--- src/rtl/apb_regs_pkg.sv ---
// Shared types and address-map constants for the APB slave front end.
// Pulled in by the decoder and the control block.
package apb_regs_pkg;

    typedef enum logic [1:0] {
        ST_IDLE = 2'd0,
        ST_WAIT = 2'd1,
        ST_RESP = 2'd2
    } state_e;

    localparam int CNT_W = 4;
    localparam int IDX_W = 8;

    // Default register map; instances may override these through their parameters.
    localparam int DEF_REGWN            = 5;
    localparam int DEF_REGRN            = 3;
    localparam int DEF_REGR_ADDR_OFFSET = 5;
    localparam int DEF_REGR_ADDR_END    = DEF_REGR_ADDR_OFFSET + DEF_REGRN;

    typedef struct packed {
        logic             rw_hit;
        logic             ro_hit;
        logic             err;
        logic [IDX_W-1:0] index;
    } dec_t;

endpackage

--- src/rtl/apb_slave_ctrl_if.sv ---
// APB bus signals shared by the master (bench or bridge) and this slave.
interface apb_slave_ctrl_if #(
    parameter int AWIDTH = 4,
    parameter int DWIDTH = 8
);
    logic              PSEL;
    logic              PENABLE;
    logic              PWRITE;
    logic [AWIDTH-1:0] PADDR;
    logic [DWIDTH-1:0] PWDATA;
    logic [DWIDTH-1:0] PRDATA;
    logic              PREADY;
    logic              PSLVERR;

    modport master (
        output PSEL, PENABLE, PWRITE, PADDR, PWDATA,
        input  PRDATA, PREADY, PSLVERR
    );

    modport slave (
        input  PSEL, PENABLE, PWRITE, PADDR, PWDATA,
        output PRDATA, PREADY, PSLVERR
    );
endinterface

--- src/rtl/apb_addr_decode.sv ---
// Pure combinational map of an APB address and direction onto the two register banks.
module apb_addr_decode
    import apb_regs_pkg::*;
#(
    parameter int AWIDTH           = 4,
    parameter int REGWN            = DEF_REGWN,
    parameter int REGRN            = DEF_REGRN,
    parameter int REGR_ADDR_OFFSET = DEF_REGR_ADDR_OFFSET
) (
    input  logic [AWIDTH-1:0] addr,
    input  logic              write,
    output dec_t              dec
);

    logic [31:0] addr_w;
    logic [31:0] ro_off;

    assign addr_w = 32'(addr);
    assign ro_off = addr_w - 32'(REGR_ADDR_OFFSET);

    always_comb begin
        dec = '0;
        if (addr_w < 32'(REGWN)) begin
            dec.rw_hit = 1'b1;
            dec.index  = IDX_W'(addr_w);
        end else if (addr_w >= 32'(REGR_ADDR_OFFSET) &&
                     addr_w < 32'(REGR_ADDR_OFFSET + REGRN)) begin
            // The RO bank has no write path, so a write that lands here is an error.
            if (write) begin
                dec.err = 1'b1;
            end else begin
                dec.ro_hit = 1'b1;
                dec.index  = IDX_W'(ro_off);
            end
        end else begin
            dec.err = 1'b1;
        end
    end

endmodule

--- src/rtl/apb_slave_ctrl.sv ---
// APB slave front end: setup/access handshake with programmable wait states,
// one-hot register selects for the RW and RO banks, and read-data return.
module apb_slave_ctrl
    import apb_regs_pkg::*;
#(
    parameter int AWIDTH           = 4,
    parameter int DWIDTH           = 8,
    parameter int REGWN            = DEF_REGWN,
    parameter int REGRN            = DEF_REGRN,
    parameter int REGR_ADDR_OFFSET = DEF_REGR_ADDR_OFFSET,
    parameter int WAIT_STATES      = 0
) (
    input  logic              PCLK,
    input  logic              PRESETn,
    apb_slave_ctrl_if.slave   apb,
    output logic [REGWN-1:0]  regw_rsel,
    output logic [REGWN-1:0]  regw_wsel,
    output logic [REGRN-1:0]  regr_rsel,
    output logic [DWIDTH-1:0] reg_wdata,
    input  logic [DWIDTH-1:0] regw_rdata,
    input  logic [DWIDTH-1:0] regr_rdata
);

    state_e            state_q, state_d;
    logic [CNT_W-1:0]  cnt_q, cnt_d;
    dec_t              dec, dec_q, dec_d;
    logic              write_q, write_d;
    logic [DWIDTH-1:0] wdata_q, wdata_d;
    logic              pready_q, pready_d;
    logic              pslverr_q, pslverr_d;
    logic [REGWN-1:0]  regw_rsel_q, regw_rsel_d;
    logic [REGWN-1:0]  regw_wsel_q, regw_wsel_d;
    logic [REGRN-1:0]  regr_rsel_q, regr_rsel_d;
    logic              enter_resp;
    logic              rd_valid;

    apb_addr_decode #(
        .AWIDTH           (AWIDTH),
        .REGWN            (REGWN),
        .REGRN            (REGRN),
        .REGR_ADDR_OFFSET (REGR_ADDR_OFFSET)
    ) u_decode (
        .addr  (apb.PADDR),
        .write (apb.PWRITE),
        .dec   (dec)
    );

    always_comb begin
        state_d     = state_q;
        cnt_d       = cnt_q;
        dec_d       = dec_q;
        write_d     = write_q;
        wdata_d     = wdata_q;
        pready_d    = 1'b0;
        pslverr_d   = 1'b0;
        regw_wsel_d = '0;
        regw_rsel_d = regw_rsel_q;
        regr_rsel_d = regr_rsel_q;
        enter_resp  = 1'b0;

        case (state_q)
            ST_IDLE: begin
                regw_rsel_d = '0;
                regr_rsel_d = '0;
                // Only a proper setup phase starts a transfer; a stray access phase is ignored.
                if (apb.PSEL && !apb.PENABLE) begin
                    dec_d   = dec;
                    write_d = apb.PWRITE;
                    wdata_d = apb.PWDATA;
                    cnt_d   = CNT_W'(WAIT_STATES);
                    if (dec.rw_hit && !apb.PWRITE) regw_rsel_d = REGWN'(1) << dec.index;
                    if (dec.ro_hit)                regr_rsel_d = REGRN'(1) << dec.index;
                    if (WAIT_STATES == 0) enter_resp = 1'b1;
                    else                  state_d    = ST_WAIT;
                end
            end
            ST_WAIT: begin
                if (!apb.PSEL) begin
                    state_d     = ST_IDLE;
                    regw_rsel_d = '0;
                    regr_rsel_d = '0;
                end else if (cnt_q == CNT_W'(1)) begin
                    enter_resp = 1'b1;
                end else begin
                    cnt_d = cnt_q - CNT_W'(1);
                end
            end
            ST_RESP: begin
                state_d     = ST_IDLE;
                regw_rsel_d = '0;
                regr_rsel_d = '0;
            end
            default: begin
                state_d     = ST_IDLE;
                regw_rsel_d = '0;
                regr_rsel_d = '0;
            end
        endcase

        // Response-cycle outputs are registered so they line up with the RESP state.
        if (enter_resp) begin
            state_d   = ST_RESP;
            pready_d  = 1'b1;
            pslverr_d = dec_d.err;
            if (dec_d.rw_hit && write_d) regw_wsel_d = REGWN'(1) << dec_d.index;
        end
    end

    always_ff @(posedge PCLK or negedge PRESETn) begin
        if (!PRESETn) begin
            state_q     <= ST_IDLE;
            cnt_q       <= '0;
            dec_q       <= '0;
            write_q     <= 1'b0;
            wdata_q     <= '0;
            pready_q    <= 1'b0;
            pslverr_q   <= 1'b0;
            regw_rsel_q <= '0;
            regw_wsel_q <= '0;
            regr_rsel_q <= '0;
        end else begin
            state_q     <= state_d;
            cnt_q       <= cnt_d;
            dec_q       <= dec_d;
            write_q     <= write_d;
            wdata_q     <= wdata_d;
            pready_q    <= pready_d;
            pslverr_q   <= pslverr_d;
            regw_rsel_q <= regw_rsel_d;
            regw_wsel_q <= regw_wsel_d;
            regr_rsel_q <= regr_rsel_d;
        end
    end

    assign rd_valid = (state_q == ST_RESP) && !write_q && !dec_q.err;

    assign apb.PRDATA  = !rd_valid     ? '0 :
                         dec_q.rw_hit  ? regw_rdata :
                         dec_q.ro_hit  ? regr_rdata : '0;
    assign apb.PREADY  = pready_q;
    assign apb.PSLVERR = pslverr_q;
    assign regw_rsel   = regw_rsel_q;
    assign regw_wsel   = regw_wsel_q;
    assign regr_rsel   = regr_rsel_q;
    assign reg_wdata   = wdata_q;

endmodule

--- src/flat_wrapper.sv ---
// flat-port wrapper written by rule: the top's interface ports become plain ports
module apb_slave_ctrl_flat import apb_regs_pkg::*;
#(
    parameter int AWIDTH           = 4,
    parameter int DWIDTH           = 8,
    parameter int REGWN            = DEF_REGWN,
    parameter int REGRN            = DEF_REGRN,
    parameter int REGR_ADDR_OFFSET = DEF_REGR_ADDR_OFFSET,
    parameter int WAIT_STATES      = 0
)
  (PCLK, PRESETn, regw_rsel, regw_wsel, regr_rsel, reg_wdata, regw_rdata, regr_rdata, apb_PSEL, apb_PENABLE, apb_PWRITE, apb_PADDR, apb_PWDATA, apb_PRDATA, apb_PREADY, apb_PSLVERR);
  apb_slave_ctrl_if #(.AWIDTH(AWIDTH), .DWIDTH(DWIDTH)) apb_i ();
  input  logic PCLK;
  input  logic PRESETn;
  output logic [REGWN-1:0] regw_rsel;
  output logic [REGWN-1:0] regw_wsel;
  output logic [REGRN-1:0] regr_rsel;
  output logic [DWIDTH-1:0] reg_wdata;
  input  logic [DWIDTH-1:0] regw_rdata;
  input  logic [DWIDTH-1:0] regr_rdata;
  input wire logic [$bits(apb_i.PSEL)-1:0] apb_PSEL;
  input wire logic [$bits(apb_i.PENABLE)-1:0] apb_PENABLE;
  input wire logic [$bits(apb_i.PWRITE)-1:0] apb_PWRITE;
  input wire logic [$bits(apb_i.PADDR)-1:0] apb_PADDR;
  input wire logic [$bits(apb_i.PWDATA)-1:0] apb_PWDATA;
  output wire logic [$bits(apb_i.PRDATA)-1:0] apb_PRDATA;
  output wire logic [$bits(apb_i.PREADY)-1:0] apb_PREADY;
  output wire logic [$bits(apb_i.PSLVERR)-1:0] apb_PSLVERR;
  assign apb_i.PSEL = apb_PSEL;
  assign apb_i.PENABLE = apb_PENABLE;
  assign apb_i.PWRITE = apb_PWRITE;
  assign apb_i.PADDR = apb_PADDR;
  assign apb_i.PWDATA = apb_PWDATA;
  assign apb_PRDATA = apb_i.PRDATA;
  assign apb_PREADY = apb_i.PREADY;
  assign apb_PSLVERR = apb_i.PSLVERR;
  apb_slave_ctrl #(.AWIDTH(AWIDTH), .DWIDTH(DWIDTH), .REGWN(REGWN), .REGRN(REGRN), .REGR_ADDR_OFFSET(REGR_ADDR_OFFSET), .WAIT_STATES(WAIT_STATES)) u_core (.PCLK(PCLK), .PRESETn(PRESETn), .apb(apb_i), .regw_rsel(regw_rsel), .regw_wsel(regw_wsel), .regr_rsel(regr_rsel), .reg_wdata(reg_wdata), .regw_rdata(regw_rdata), .regr_rdata(regr_rdata));
endmodule
--- config.mk ---
export PLATFORM = sky130hd
export DESIGN_NAME = apb_slave_ctrl_flat
export DESIGN_NICKNAME = d
export VERILOG_FILES = /design/src/rtl/apb_regs_pkg.sv /design/src/rtl/apb_slave_ctrl_if.sv /design/src/rtl/apb_addr_decode.sv /design/src/rtl/apb_slave_ctrl.sv /design/src/flat_wrapper.sv
export SDC_FILE = /design/constraint.sdc
export NUM_CORES = 1
export LEC_CHECK = 0
export CAP_MARGIN = 0
export CORE_ASPECT_RATIO = 1.2
export CORE_MARGIN = 2
export CORE_UTILIZATION = 30
export CTS_CLUSTER_DIAMETER = 100
export DETAILED_ROUTE_END_ITERATION = 16
export SLEW_MARGIN = 10
export SYNTH_ARGS = -nofsm -noshare
export SYNTH_HDL_FRONTEND = slang
export SYNTH_SLANG_ARGS = --single-unit
--- constraint.sdc ---
create_clock -name PCLK -period 1.7 [get_ports PCLK]
set_input_delay 0.425 -clock PCLK [delete_from_list [all_inputs] [get_ports PCLK]]
set_output_delay 0.425 -clock PCLK [all_outputs]
set_load 0.01 [all_outputs]
## Word level (Yosys, flattened, before mapping)

Cells that the tools add are included.

- Register bits after elaboration: 41
- Input bits: 33
- Output and inout port bits: 31
- Word-level logic and storage cells: 84

- $add $sub $neg: 2
- $lt $le $gt $ge: 3
- Equality and inequality tests: 9
- Shifts and indexed selects: 3
- Mux-type cells: 39
- Reductions and logical operators: 15

Operator list:

| kind | count |
|---|---|
| 8-bit 2-to-1 mux | 6 |
| 5-bit 2-to-1 mux | 5 |
| 11-bit 2-to-1 mux | 2 |
| 1-bit by 8-bit << shifter with 5-bit output, first input constant | 2 |
| 1-bit 2-to-1 mux | 12 |
| 4-bit 2-to-1 mux | 3 |
| 5-bit case mux with 2 select lines | 1 |
| 3-bit 2-to-1 mux | 3 |
| 4-bit case mux with 2 select lines | 1 |
| 1-bit by 8-bit << shifter with 3-bit output, first input constant | 1 |
| 1-bit logical AND | 6 |
| 2-bit 2-to-1 mux | 3 |
| 2-bit inequality test, second input constant | 3 |
| 3-bit case mux with 2 select lines | 1 |
| 4-bit by 3-bit subtractor with 5-bit output, second input constant | 1 |
| 4-bit by 1-bit == test with 1-bit output, second input constant | 1 |
| 4-bit by 3-bit >= comparator with 1-bit output, second input constant | 1 |
| 1-bit logical NOT | 4 |
| 4-bit by 3-bit < comparator with 1-bit output, second input constant | 1 |
| 4-bit < comparator, second input constant | 1 |
| 2-bit by 1-bit inequality test with 1-bit output, second input constant | 2 |
| 2-bit case mux with 2 select lines | 1 |
| 2-bit AND reduction | 2 |
| 4-bit AND reduction | 1 |
| 7 further kinds | 7 |

## Depth between registers and ports, before layout

- Depth in word-level cells: 9
- Depth in mapped cells: 6
- Mapped depth without buffers: 5

## By module

A second synthesis with hierarchy kept.

- Cells, all modules: 133
- Area, all modules: 1433.9 sq um

By module, submodules not included:

| module | times used | cells each | area each (sq um) | sequential area each (sq um) |
|---|---|---|---|---|
| apb_slave_ctrl | 1 | 110 | 1286.2 | 700.7 |
| apb_addr_decode | 1 | 23 | 147.6 | 0.0 |

## Worst setup path before layout

Ideal clock, no wire load.

- Path type: input to register
- From: input apb_PADDR[0]
- To: register u_core.regr_rsel_q[1] (netlist: u_core.regr_rsel[1])
- Setup time: 0.133 ns
- Arrival: 1.267 ns
- Required time: 1.567 ns
- Slack: 0.300 ns
- Stages on the path: 6
- Path buffers: 1
- Cells stage by stage: buf_2 > inv_1 > ha_1 > nor2b_1 > a32oi_1 > nor4_1

- Word-level cells in the longest chain between the ends: 8
- Elaborated cells on any way between the ends: 14
- Those cells by class: add/sub: 1; order compare: 3; shift: 1; mux: 8; reduce/logical: 1

RTL lines:

| item | RTL line | RTL |
|---|---|---|
| start, declared | flat_wrapper.sv:24 | `input wire logic [$bits(apb_i.PADDR)-1:0] apb_PADDR;` |
| 4-bit by 3-bit subtractor with 5-bit output, or another cell as far along | apb_addr_decode.sv:19 | `assign ro_off = addr_w - 32'(REGR_ADDR_OFFSET);` |
| 8-bit 2-to-1 mux or 1-bit logical AND (tied branches) | apb_addr_decode.sv:29, apb_addr_decode.sv:26 |  |
| 8-bit 2-to-1 mux | apb_addr_decode.sv:26 | `end else if (addr_w >= 32'(REGR_ADDR_OFFSET) &&` |
| 8-bit 2-to-1 mux | apb_addr_decode.sv:23 | `if (addr_w < 32'(REGWN)) begin` |
| 1-bit by 8-bit << shifter with 3-bit output | apb_slave_ctrl.sv:72 | `if (dec.ro_hit) regr_rsel_d = REGRN'(1) << dec.index;` |
| 3-bit 2-to-1 mux * | apb_slave_ctrl.sv:72 |  |
| 3-bit 2-to-1 mux * | apb_slave_ctrl.sv:66 | `if (apb.PSEL && !apb.PENABLE) begin` |
| 3-bit case mux with 2 select lines * | apb_slave_ctrl.sv:61 | `case (state_q)` |
| net u_core.regr_rsel_d[1] | apb_slave_ctrl.sv:33 | `logic [REGRN-1:0] regr_rsel_q, regr_rsel_d;` |
| end signal, assigned | apb_slave_ctrl.sv:131 | `regr_rsel_q <= regr_rsel_d;` |
| end, declared | apb_slave_ctrl.sv:33 |  |

The timed path passes the listed nets; every way through them passes the cells marked *.
A chain may end at the register's enable or synchronous reset.

## Worst setup path in the final report

- From: register u_core.dec_q[10] (netlist name)
- To: output apb_PRDATA[1]

- Word-level cells in the longest chain between the ends: 2

RTL lines:

| item | RTL line | RTL |
|---|---|---|
| start, declared | apb_slave_ctrl.sv:26 | `dec_t dec, dec_q, dec_d;` |
| start signal, assigned | apb_slave_ctrl.sv:113 | `dec_q <= '0;` |
| start signal, assigned | apb_slave_ctrl.sv:124 | `dec_q <= dec_d;` |
| 8-bit 2-to-1 mux | apb_slave_ctrl.sv:138 | `dec_q.rw_hit ? regw_rdata :` |
| 8-bit 2-to-1 mux | apb_slave_ctrl.sv:137 | `assign apb.PRDATA = !rd_valid ? '0 :` |
| end, declared | flat_wrapper.sv:26 | `output wire logic [$bits(apb_i.PRDATA)-1:0] apb_PRDATA;` |

Every way passes these cells.

==> results.json <==
{
  "ys_types": 28,
  "rows": 25,
  "initial_core_util_pct": 31.7,
  "grt_overflow": 0,
  "yosysMostFrequentCell": "nand2_1",
  "critPathSlowestCell": "dfrtp_2",
  "hold_viol_final": 0,
  "hp-class": "register to register",
  "gp_congestion": 0.839,
  "pre_cts_ws_ns": -0.410,
  "viasPerCell": 4.62,
  "p_total_uw": 1650,
  "path_clk_slew_ns": 0.10,
  "clock_path_buffers": 2,
  "vias": 1220,
  "crit_family": "flip-flops",
  "vdd_drop_max_mv": 0.457,
  "nets": 245,
  "ys_seq_area_share_pct": 55.2,
  "layout_min_cycle_time_ns": 1.73,
  "drt_iter0_drc": 34,
  "worst_setup_path_end_kind": "primary output",
  "tightest_slew_ns": 0.356,
  "hold_buffers": 0,
  "stdcell_count": 264,
  "synth_flop_cell": "dfrtp_1",
  "wire_per_inst_um": 13.8,
  "fill_cells": 402,
  "insertion_delay_ns": 0.28,
  "first_global_vias": 1265,
  "fin_setup_tns_ns": -0.0625,
  "ys_ff_latch": 28,
  "dieArea_um2": 4770,
  "path_class": "register to primary output",
  "slowest_delay_ns": 0.45,
  "fin_ws_ns": -0.0270,
  "drt.antenna.violating_nets": 0,
  "drive_gt1_share_pct": 24.8,
  "syn_inst": 132,
  "finalMaxSlewViolations": 0,
  "startpoint_type": "register",
  "cp_max_fo": 7,
  "async_flop_share_pct": 100,
  "cts_buffers": 3,
  "gr-usage-all-layers_pct": 16.2,
  "synth-edff-count": 0,
  "timing.hold.ws_ns": 0.485,
  "antenna_found_initial": 0,
  "syn_area_per_cell_um2": 9.62,
  "grt_max_degree": 29,
  "drc": 0,
  "mappedNetlistNets": 166,
  "antennaDiodeCount": 0,
  "yosys.area.top_type_share_pct": 55.2,
  "fin_crit_sh_pct": 102,
  "die_width_um": 63.4,
  "cts_tree": "done",
  "routed_wl_um": 3640,
  "synth_top_area_cell": "dfrtp_1",
  "htreeDepth": 1,
  "cap_violations": 0,
  "cellPowerDensity_nw_per_um2": 768,
  "grt_pass1_wl_um": 5940,
  "synth_warnings": 0,
  "status": "finished, violations left",
  "clock_skew_ns": 0.00205,
  "crit_required_ns": 1.27,
  "die_h_um": 75.3,
  "drt_pass1_iterations": 4,
  "synth_area_leaders": "dfrtp_1 (55%), nand2_1 (9.5%), nor2_1 (5.9%), a22oi_1 (4.1%), buf_6 (2.7%)",
  "synthToLayoutAreaGrowth_pct": 68.7,
  "rsz0062_at_grt": "yes",
  "max_freq_ghz": 0.579,
  "p_leak_uw": 0.000974,
  "synth_area_um2": 1270,
  "slew_headroom_pct": 76.3,
  "place_inst": 260,
  "critical_path_buf_inv_count": 1,
  "clock_sinks": 28,
  "violations": "negative setup slack",
  "crit_path_cell_trace": "nor2b_4 > a22oi_1 > nor2_1 > buf_2",
  "final-setup-viol-count": 6,
  "arrival_ns": 1.30,
  "cts-root-buf": "clkbuf_8",
  "ios": 64,
  "synth_common_cells": "nand2_1 (32), dfrtp_1 (28), nor2_1 (20)",
  "core_area_um2": 4000,
  "portBuffers": 63,
  "dp_hpwl_um": 2740
}
==> logic make-up after synthesis <==
| kind of cell | synth area share [%] |
|---|---|
| AO/OA/AOI/OAI | 8.38 |
| buffers and inverters | 7.29 |
| adder cells (fa/ha/maj) | 0.985 |
| flip-flops | 55.2 |
| AND/OR/NAND/NOR | 28.2 |
==> layer usage <==
metal,track usage (%),vias up,wire [um]
met2,29.8,58,1870
met3,5.08,7,314
met1,17.1,573,1380
li1,-,582,-
met5,0,-,0
met4,7.73,0,76
==> flip-flops by register name (all words and copies together) (netlist names) <==
name / flops
u_core.regw_wsel: 5
u_core.apb.PREADY: 1
u_core.state_q: 1
u_core.dec_q: 3
u_core.write_q: 1
u_core.regw_rsel: 5
u_core.apb.PSLVERR: 1
u_core.regr_rsel: 3
u_core.reg_wdata: 8
==> power breakdown <==
part / internal (uW) / switching [uW] / leakage (uW)
clock network: 315 / 210 / 0.0000357
logic: 221 / 162 / 0.000570
registers: 712 / 25.6 / 0.000369
total: 1250 / 397 / 0.000974
==> cell usage in the layout (no fill, tap or decap), types with 3 or more instances in the layout <==
| cell type | n |
|---|---|
| clkdlybuf4s50_1 | 55 |
| nand2_1 | 31 |
| dfrtp_1 | 27 |
| buf_4 | 21 |
| nor2_1 | 20 |
| buf_2 | 8 |
| a22oi_1 | 4 |
| nor2b_1 | 3 |
| inv_1 | 3 |
| a22oi_2 | 3 |
| nor3_2 | 3 |
| clkbuf_8 | 3 |
==> final timing paths <==
path / from / end / slack [ns] / cells after the start
hold reg to reg: u_core.reg_wdata[5]$_DFFE_PN0P_ / u_core.reg_wdata[5]$_DFFE_PN0P_ / 0.49 / 2
setup / recovery: u_core.dec_q[10]$_DFF_PN0_ / apb_PRDATA[1] / -0.03 / 4
min in group asynchronous: PRESETn / u_core.regw_rsel[0]$_DFF_PN0_ / 0.51 / 2
hold / removal: u_core.reg_wdata[5]$_DFFE_PN0P_ / u_core.reg_wdata[5]$_DFFE_PN0P_ / 0.49 / 2
setup reg to reg: u_core.state_q[1]$_DFFE_PN0P_ / u_core.write_q$_DFF_PN0_ / 0.18 / 5
max in group asynchronous: PRESETn / u_core.dec_q[10]$_DFF_PN0_ / 0.90 / 2
==> tightest hold or removal path, delay by kind of cell (launching register included) <==
| kind | cells | cell delay (ns) |
|---|---|---|
| flip-flops | 1 | 0.35 |
| AND/OR/NAND/NOR | 2 | 0.11 |
==> through the flow <==
stage,instance area [um2],utilization (%)
floorplan,1270,-
detailed placement,2060,51.5
global route,2140,53.5
finish,2140,53.5
CTS,2110,52.8
global placement,2060,51.5
==> timing repair <==
item,4_1_cts,5_1_grt
buffers inserted,0,1
pin swaps,2,6
cloned,0,0
setup endpoints to repair,8,9
gates resized for setup,39,5
==> area by class of cell <==
class | count | area, um2 | area share [%]
multi-input cells | 88 | 526 | 24.5
flip-flops and latches | 28 | 702 | 32.8
clock buffers | 3 | 41.3 | 1.93
repair buffers | 84 | 748 | 34.9
well taps | 54 | 67.6 | 3.15
clock inverters | 1 | 30.0 | 1.40
inverters | 6 | 27.5 | 1.29
Note: power is estimated with default switching activity, not from simulation.
